<file path="config.mk">
export PLATFORM = sky130hd
export DESIGN_NAME = pdp8_clk_ctl
export DESIGN_NICKNAME = d
export VERILOG_FILES = /design/src/rtl/pdp8_clk_ctl.sv
export SDC_FILE = /design/constraint.sdc
export NUM_CORES = 1
export LEC_CHECK = 0
export ABC_CLOCK_PERIOD_IN_PS = 2800
export CORE_ASPECT_RATIO = 2
export CORE_MARGIN = 3
export CORE_UTILIZATION = 48
export CTS_BUF_LIST = sky130_fd_sc_hd__clkbuf_8 sky130_fd_sc_hd__clkbuf_16
export DETAILED_ROUTE_END_ITERATION = 8
export PLACE_DENSITY = 0.72
export RECOVER_POWER = 50
export SLEW_MARGIN = 0
export SYNTH_ARGS = -nofsm -noshare
export SYNTH_HDL_FRONTEND = slang
export SYNTH_SLANG_ARGS = --single-unit
</file>
<file path="constraint.sdc">
create_clock -name CLK -period 2.8 [get_ports CLK]
set_input_delay 0.56 -clock CLK [delete_from_list [all_inputs] [get_ports CLK]]
set_output_delay 0.56 -clock CLK [all_outputs]
set_load 0.1 [all_outputs]
</file>
<file path="src/rtl/pdp8_clk_ctl.sv">
// PDP-8 clock-enable and RUN/HALT/STEP run-control generator (single CLK domain).
// Optional macro PDP8_CLKCTL_SYNC_INPUTS_EN adds two-flop synchronizers on the request inputs.
module pdp8_clk_ctl #(
  parameter int WIDTH       = 16,
  parameter int REFRESH_DIV = 2048
) (
  input  logic             CLK,
  input  logic             nRESET,
  input  logic [WIDTH-1:0] cpu_div,
  input  logic             run_req,
  input  logic             halt_req,
  input  logic             step_req,
  output logic             refresh_ce,
  output logic             cpu_ce,
  output logic             running,
  output logic [1:0]       state
);

  typedef enum logic [1:0] {
    S_HALT = 2'd0,
    S_RUN  = 2'd1,
    S_STEP = 2'd2
  } state_t;

  localparam logic [WIDTH-1:0] RMAX = WIDTH'(REFRESH_DIV - 1);

  // request vector: [0]=run, [1]=halt, [2]=step
  logic [2:0] w_req;
  logic [2:0] w_req_s;
  assign w_req = {step_req, halt_req, run_req};

`ifdef PDP8_CLKCTL_SYNC_INPUTS_EN
  logic [2:0] r_sync1, r_sync2;
  always_ff @(posedge CLK or negedge nRESET) begin
    if (!nRESET) begin
      r_sync1 <= '0;
      r_sync2 <= '0;
    end else begin
      r_sync1 <= w_req;
      r_sync2 <= r_sync1;
    end
  end
  assign w_req_s = r_sync2;
`else
  assign w_req_s = w_req;
`endif

  // Register the request once, then compare against its previous value.
  logic [2:0] r_req_cur, r_req_prev;
  logic [2:0] w_edge;
  logic       w_run_e, w_halt_e, w_step_e;

  always_ff @(posedge CLK or negedge nRESET) begin
    if (!nRESET) begin
      r_req_cur  <= '0;
      r_req_prev <= '0;
    end else begin
      r_req_cur  <= w_req_s;
      r_req_prev <= r_req_cur;
    end
  end

  assign w_edge   = r_req_cur & ~r_req_prev;
  assign w_run_e  = w_edge[0];
  assign w_halt_e = w_edge[1];
  assign w_step_e = w_edge[2];

  logic [WIDTH-1:0] r_rcnt;
  logic             w_refresh_tick;
  assign w_refresh_tick = (r_rcnt == RMAX);

  always_ff @(posedge CLK or negedge nRESET) begin
    if (!nRESET) begin
      r_rcnt     <= '0;
      refresh_ce <= 1'b0;
    end else begin
      r_rcnt     <= w_refresh_tick ? '0 : r_rcnt + WIDTH'(1);
      refresh_ce <= w_refresh_tick;
    end
  end

  // Compare with >= so lowering cpu_div below ccnt ticks at once instead of wrapping.
  logic [WIDTH-1:0] r_ccnt;
  logic [WIDTH-1:0] w_d;
  logic             w_cpu_tick;
  assign w_d        = (cpu_div == '0) ? WIDTH'(1) : cpu_div;
  assign w_cpu_tick = (r_ccnt >= (w_d - WIDTH'(1)));

  always_ff @(posedge CLK or negedge nRESET) begin
    if (!nRESET) r_ccnt <= '0;
    else         r_ccnt <= w_cpu_tick ? '0 : r_ccnt + WIDTH'(1);
  end

  state_t r_state, w_next;
  logic   r_running;
  logic   w_ce_next;

  always_ff @(posedge CLK or negedge nRESET) begin
    if (!nRESET) begin
      r_state   <= S_HALT;
      r_running <= 1'b0;
      cpu_ce    <= 1'b0;
    end else begin
      r_state   <= w_next;
      r_running <= (w_next == S_RUN);
      cpu_ce    <= w_ce_next;
    end
  end

  // Halt wins over run, run over step; a halt edge also kills a coincident strobe.
  always_comb begin
    w_next    = r_state;
    w_ce_next = w_cpu_tick & ((r_state == S_RUN) | (r_state == S_STEP)) & ~w_halt_e;
    unique case (r_state)
      S_HALT: begin
        if (!w_halt_e) begin
          if (w_run_e)       w_next = S_RUN;
          else if (w_step_e) w_next = S_STEP;
        end
      end
      S_RUN:   if (w_halt_e) w_next = S_HALT;
      S_STEP:  if (w_halt_e || w_cpu_tick) w_next = S_HALT;
      default: w_next = S_HALT;
    endcase
  end

  assign state   = r_state;
  assign running = r_running;

endmodule
</file>
==> summary.txt, run 1 <==
Synth
  – Post-synthesis async set-or-reset flop share: 100%
  – Cell variety after synth: 38
  – Ranking of synthesized cells by area: dfrtp_1 43%, ha_1 12%, xnor2_1 8.1%, xor2_1 6.3%, nor2_1 5.9%
  – Cells after synthesis: between 200 and 250
  – Post-synth top area share: a little over two fifths
  – Ys Warns: 0
  – Most common cell in the netlist: dfrtp_1
  – EDFF count, synth: 0
  – Top FF cell, synth: dfrtp_1
  – Seq/Total Area, Yosys: 43.0%
  – Area leader, netlist: dfrtp_1
  – Mapped Avg Cell Area: 10.1 um^2
  – Synthesized Nets: approximately 300
  – FF+latch count, synth: 43
  – Synth Cell Area: approximately 2500 um^2
  – Commonest cells in the netlist: 43 x dfrtp_1, 39 x nor2_1, 23 x ha_1, 23 x xnor2_1

Layout
  – # diodes: 0
  – Nets: 357
  – Final Util: about two thirds
  – Fillers: 384
  – Area delta synth->final: 33.1%
  – Share of post-route cells with drive strength above 1: 25.8%

STA
  – Max Fclk: around 0.27 GHz
  – Final Max Tran Viols: 44
  – Period utilization: 130%
  – Smallest setup slack after layout: -0.846 ns
  – Max_slew headroom: -47.8%
  – Transition time of the tightest slew-check pin: 2.22 ns
  – Setup Skew: 0.00855 ns
  – Final count of hold timing violations: 0
  – RSZ-0062 raised after global routing: true
  – Final setup viols: 20
  – Clock period minus worst slack: 3.65 ns

Outcome
  – Outcome: complete, but fails checks
  – Failing checks: capacitance limit, slew limit, setup timing

Clock tree
  – Clock-pin transition on the worst setup and hold timing paths: 0.08 ns
  – Clock Latency Late Sink: 0.29 ns
  – CTS Buf Count: 5
  – CTS Sinks: 43
  – Root buffer selected by CTS: clkbuf_8
  – TritonCTS clock tree: built
  – Bufs on Longest Clock Path: 2
  – Hold_buf cts: 0
  – H-tree depth: 2

Pwr
  – Pwr Density: 566 nW/um^2
  – Worst VDD drop: 0.587 mV
  – P_leak: between 1.5 and 2 nW

Routing
  – Detail Route Antenna Nets: 0
  – DR vias/cell: 5.32
  – Final wirelength: 5430 um
  – First DRT Iteration DRCs: between 40 and 50
  – Via count: approximately 2000
  – Avg WL per Cell: 14.6 um
  – Total iterations of the first detailed-routing run: 4
  – Residual DRC: 0

Job
  – Max cap viols: 1

Placed design
  – DP Wirelength: a little under 4000 um
  – Final Wtd Congestion: approximately 0.80
  – Number of port buffers: 25
  – Setup WS pre-CTS: -1.44 ns

Die
  – Die area: 6160 um^2
  – Die height: 108 um
  – Core area: 4950 um^2
  – Row cnt: 36
  – Chip Width: between 50 and 60 um
  – I/O Pins: 26
  – Initial Utilization: 50.5%

Worst setup path
  – Top delay family on crit path: simple AND/OR/NAND/NOR gates
  – Worst Setup End Kind: flop
  – WS Path Type: primary input to flop
  – Crit-path max FO: 8
  – Critical Path Slowest Stage Cell: or3_4
  – Critical-path cell list: buf_6 -> or3_4 -> or3_4 -> nor4_4 -> a21oi_2 -> ha_4 -> nand2b_4 -> nor4_2 -> xnor2_1 -> ha_1 -> o21a_1 -> a21oi_2 -> o31ai_1 -> a211o_1 -> buf_4 -> buf_6 -> clkbuf_16 -> nor2_1
  – Worst Path Buf+Inv: 4
  – Critical path arrival: 3.88 ns
  – Worst Path Required: 3.03 ns
  – Slowest stage delay, CP: 0.37 ns
  – Crit path launch type: primary input

GRT
  – GR Overflow Total: 0
  – GRT Overall Usage: 18.5%
  – Antenna violations before repair: 0
  – First-pass GRT wire length: 8870 um
  – Largest net degree at the start of global routing: 44
  – Vias in the first global route: 2067

Worst hold path
  – Hold Crit Class: flop to flop
## timing repair
action,CTS,global route
cloned,0,1
setup endpoints to repair,20,20
buffers inserted,4,7
pin swaps,15,14
gates resized for setup,22,24
## through the flow
| step | instance area [um^2] | cells | hold slack (ns) | setup TNS (ns) | power, mW |
|---|---|---|---|---|---|
| finish | 3330 | 371 | 0.380 | -16.30 | 1.89 |
| global route | 3330 | 371 | 0.390 | -18.05 | 2.00 |
| CTS | 3170 | 363 | 0.389 | -15.50 | 1.85 |
| detailed placement | 2990 | 351 | 0.372 | -26.11 | 1.32 |
| global placement | 2990 | 351 | 0.353 | -24.85 | 1.31 |
| floorplan | 2530 | 248 | 0.264 | -10.86 | 1.13 |
## path summary, 6_finish.rpt
check | startpoint | cells past startpoint | slack [ns] | to
worst max-delay path | cpu_div[11] | 18 | -0.85 | r_ccnt[10]
worst min register to register | r_req_cur[2] | 0 | 0.38 | r_req_prev[2]
max in group asynchronous | nRESET | 1 | 0.61 | running
worst max register to register | r_ccnt[2] | 9 | 0.56 | r_ccnt[10]
min in group asynchronous | nRESET | 1 | 0.91 | state[1]
worst min-delay path | r_req_cur[2] | 0 | 0.38 | r_req_prev[2]
## registers in the layout (all words and copies together), names as in the netlist
signal	count
r_rcnt	16
r_req_cur	3
refresh_ce	1
running	1
r_req_prev	3
cpu_ce	1
state	2
r_ccnt	16
## per-layer routing
| metal | vias to the layer above | part of all wire (%) | global-route usage, % |
|---|---|---|---|
| met4 | 0 | 4.3 | 9.78 |
| met3 | 19 | 3.1 | 2.99 |
| met5 | - | 0 | 0 |
| met2 | 39 | 57 | 35.2 |
| met1 | 941 | 35 | 18.4 |
| li1 | 974 | - | - |
## area by class of cell
| type | count | area [um^2] | area share (%) |
|---|---|---|---|
| timing repair buffer | 60 | 544 | 16.4 |
| sequential | 43 | 1080 | 32.3 |
| clock buffer | 6 | 82.6 | 2.48 |
| tap | 57 | 71.3 | 2.14 |
| inverter | 7 | 26.3 | 0.789 |
| clock inverter | 2 | 35.0 | 1.05 |
| multi-input combinational | 196 | 1490 | 44.8 |
## logic make-up after synthesis
group | Yosys count | share of synthesized area (%)
DFF | 43 | 43.0
xor gates and xnor gates | 41 | 14.4
buffers and inverters | 9 | 1.65
and+or+nand+nor | 112 | 22.9
AOI/OAI and AO/OA | 20 | 6.56
adders and majority gates | 23 | 11.5
## layout by cell type, fill, tap and decap left out, types with 2 or more instances in the layout
cell | synthesis | final
nor3_2 | 1 | 2
xor2_1 | 18 | 18
dfrtp_1 | 43 | 43
dlymetal6s2s_1 | 0 | 6
nand2b_1 | 4 | 2
nor2_4 | 0 | 3
nand2_1 | 18 | 18
a21oi_1 | 5 | 4
nand2b_4 | 0 | 2
xnor2_1 | 23 | 22
dlygate4sd3_1 | 0 | 3
inv_1 | 7 | 7
nor2b_1 | 4 | 4
nor4_4 | 2 | 2
clkbuf_8 | 0 | 6
and3_1 | 7 | 7
a32oi_1 | 2 | 2
a21oi_2 | 1 | 2
nor2_1 | 39 | 27
nand4_1 | 3 | 3
nor2_2 | 0 | 9
nor3_1 | 7 | 6
buf_4 | 0 | 36
nand3_1 | 17 | 17
ha_1 | 23 | 22
clkdlybuf4s50_1 | 0 | 7
or3_4 | 1 | 2
o31ai_1 | 2 | 2
a211o_1 | 3 | 3
buf_6 | 1 | 4
## report_power, final
group | internal, mW | switching, mW
registers | 0.684 | 0.0761
logic | 0.282 | 0.349
clock network | 0.289 | 0.205
total | 1.26 | 0.630
(Power assumes the default switching activity.)
==> run 2: changes to the inputs <==
--- a/config.mk
+++ b/config.mk
@@ -11,6 +11,7 @@
 export CORE_UTILIZATION = 48
 export CTS_BUF_LIST = sky130_fd_sc_hd__clkbuf_8 sky130_fd_sc_hd__clkbuf_16
 export DETAILED_ROUTE_END_ITERATION = 8
+export MAX_ROUTING_LAYER = met4
 export PLACE_DENSITY = 0.72
 export RECOVER_POWER = 50
 export SLEW_MARGIN = 0
==> run 2 against run 1 <==
Count of clock-buffer cells in the layout unchanged. Largest cell class unchanged. Sequential share of layout area unchanged. Highest routed layer unchanged. Critical path type unchanged. Total power about the same. Clock power about the same. The run still ends with capacitance limit, slew limit, setup timing left.
==> summary.txt, run 2 (synthesized netlist as in run 1, its figures left out) <==
GRT
  – Antenna violations before repair: 0 (unchanged)
  – First-pass GRT wire length: 8870 um (about the same)
  – Largest net degree at the start of global routing: 44 (unchanged)
  – GRT Overall Usage: 19.0% (+0.52 points)
  – GR Overflow Total: 0 (unchanged)
  – Vias in the first global route: 2068 (+0.048%)

Worst setup path
  – Critical-path cell list: buf_6 -> or3_4 -> or3_4 -> nor4_4 -> a21oi_2 -> ha_4 -> nand2b_4 -> nor4_2 -> xnor2_1 -> ha_1 -> o21a_1 -> a21oi_2 -> o31ai_1 -> a211o_1 -> buf_4 -> buf_6 -> clkbuf_16 -> nor2_1
  – Critical path arrival: 3.88 ns (about the same)
  – Worst Reg-to-Reg Cells: 9 (unchanged)
  – Worst Path Buf+Inv: 4 (unchanged)
  – Critical Path Slowest Stage Cell: or3_4
  – WS Path Type: primary input to flop
  – Top delay family on crit path: simple AND/OR/NAND/NOR gates
  – Worst Path Required: 3.03 ns (about the same)
  – Crit-path max FO: 8 (unchanged)
  – Reg2Reg Setup Slack: 0.56 ns (about the same)
  – Terminus of the critical flop-to-flop path: r_ccnt[10]
  – Crit path launch type: primary input
  – Reg2Reg Launch Point: r_ccnt[2]
  – Slowest stage delay, CP: 0.37 ns (about the same)
  – Worst Setup End Kind: flop

Clock tree
  – Hold_buf cts: 0 (unchanged)
  – CTS Sinks: 43 (unchanged)
  – Root buffer selected by CTS: clkbuf_8
  – H-tree depth: 2 (unchanged)
  – Bufs on Longest Clock Path: 2 (unchanged)
  – Clock Latency Late Sink: 0.29 ns (about the same)
  – Clock-pin transition on the worst setup and hold timing paths: 0.08 ns (about the same)
  – CTS Buf Count: 5 (unchanged)
  – TritonCTS clock tree: built

Routing
  – Residual DRC: 0 (unchanged)
  – Via count: 1974 (+0.051%)
  – Detail Route Antenna Nets: 0 (unchanged)
  – Total iterations of the first detailed-routing run: 4 (unchanged)
  – DR vias/cell: 5.32 (about the same)
  – Avg WL per Cell: 14.6 um (about the same)
  – Final wirelength: 5430 um (about the same)
  – First DRT Iteration DRCs: 47 (+6.8%)

Die
  – Die area: 6160 um^2 (unchanged)
  – I/O Pins: 26 (unchanged)
  – Row cnt: 36 (unchanged)
  – Chip Width: 57.0 um (unchanged)
  – Core area: 4950 um^2 (unchanged)
  – Initial Utilization: 50.5% (unchanged)
  – Die height: 108 um (unchanged)

Job
  – Max cap viols: 1 (unchanged)

Layout
  – Commonest non-fill, non-tap cell in the layout: dfrtp_1
  – Nets: 357 (unchanged)
  – Share of post-route cells with drive strength above 1: 25.8% (unchanged)
  – Top Registers: r_ccnt x16, r_rcnt x16
  – # diodes: 0 (unchanged)
  – Most frequent cells in the layout: 43 x dfrtp_1, 36 x buf_4, 27 x nor2_1, 22 x xnor2_1, 22 x ha_1
  – Finished Layout Cells: 371 (unchanged)
  – Area delta synth->final: 33.1% (unchanged)
  – Post-route cell area: 3330 um^2 (unchanged)

STA
  – Transition time of the tightest slew-check pin: 2.22 ns (-0.000391 ns)
  – Max_slew headroom: -47.8% (about the same)
  – Smallest setup slack after layout: -0.846 ns (+0.0000800 ns)
  – Setup tns final: -16.30 ns (+0.00180 ns)
  – Max Fclk: 0.274 GHz (about the same)
  – Final count of hold timing violations: 0 (unchanged)
  – Setup Skew: 0.00855 ns (-0.0000000300 ns)
  – Final Max Tran Viols: 44 (unchanged)
  – Clock period minus worst slack: 3.65 ns (-0.0000800 ns)
  – Hold slack: 0.380 ns (unchanged)
  – Period utilization: 130% (about the same)
  – RSZ-0062 raised after global routing: true
  – Final setup viols: 20 (unchanged)

Placed design
  – DP Wirelength: 3860 um (unchanged)
  – Number of port buffers: 25 (unchanged)
  – Final Wtd Congestion: 0.807 (+1.4%)
  – Placed inst area: 2990 um^2 (unchanged)
  – Total placed cells including tap cells: 351 (unchanged)

Pwr
  – Tot Pwr: 1.89 mW (about the same)
  – Pwr Density: 566 nW/um^2 (about the same)
  – Worst VDD drop: 0.587 mV (about the same)
  – P_leak: 1.58 nW (unchanged)

Worst hold path
  – Hold Crit Endpoint: r_req_prev[2]
  – Hold Crit Class: flop to flop
  – Hold Path Cell Cnt: 0 (unchanged)
  – HP Start: r_req_cur[2]

Outcome
  – Outcome: complete, but fails checks
  – Failing checks: capacitance limit, slew limit, setup timing
==> run 2: cell counts in the layout (fill, tap and decap cells not counted) <==
No cell type changed its count.
==> run 2: worst reg2reg max path: cells and delay by family (launching register included) <==
kind,cells,cell delay (ns)
flip-flops,1,0.43
AO/OA/AOI/OAI,4,0.90
buffers and inverters,3,0.44
adder cells (fa/ha/maj),1,0.32
AND/OR/NAND/NOR,1,0.10
==> run 2: repair_timing <==
item	4_1_cts	5_1_grt
buffers inserted	4	7
pin swaps	15	14
cloned	0	1
endpoints found under the setup margin	20	20
gates resized for setup	22	24
==> run 2: per-stage QoR <==
stage / utilization, % / worst slack (ns)
final: 67.2 / -0.846
after global routing: 67.2 / -0.935
after global placement: 60.3 / -1.37
after CTS: 63.9 / -0.916
after floorplan: - / -0.769
after detailed placement: 60.3 / -1.44
==> run 2: area by class of cell <==
cell class                 count  area, um^2
inverter                       7        26.3
clock inverter                 2        35.0
fill                         384        1630
timing repair buffer          60         544
clock buffer                   6        82.6
multi-input combinational    196        1490
tap                           57        71.3
sequential                    43        1080
==> run 2: how the worst max path moves through the flow <==
stage,cells after the start,slack (ns),end,startpoint
after floorplan,14,-0.77,running,cpu_div[13]
after CTS,15,-0.92,running,cpu_div[11]
after global routing,16,-0.93,r_ccnt[8],cpu_div[11]
final,18,-0.85,r_ccnt[10],cpu_div[11]
after detailed placement,14,-1.44,running,cpu_div[13]
after global placement,14,-1.37,running,cpu_div[13]
==> run 2: power breakdown <==
group	switching [mW]	internal, mW	leakage (nW)
clock	0.205	0.289	0.0612
combinational	0.349	0.282	0.955
sequential	0.0761	0.684	0.559
==> run 2: layer usage <==
metal	vias to the layer above	part of all wire [%]	wire length, um	GRT usage (%)
met5	-	0	0	-
met4	0	4.3	233	9.78
met3	19	3.1	167	2.99
met2	39	57	3110	35.2
met1	942	35	1920	18.4
li1	974	-	-	-
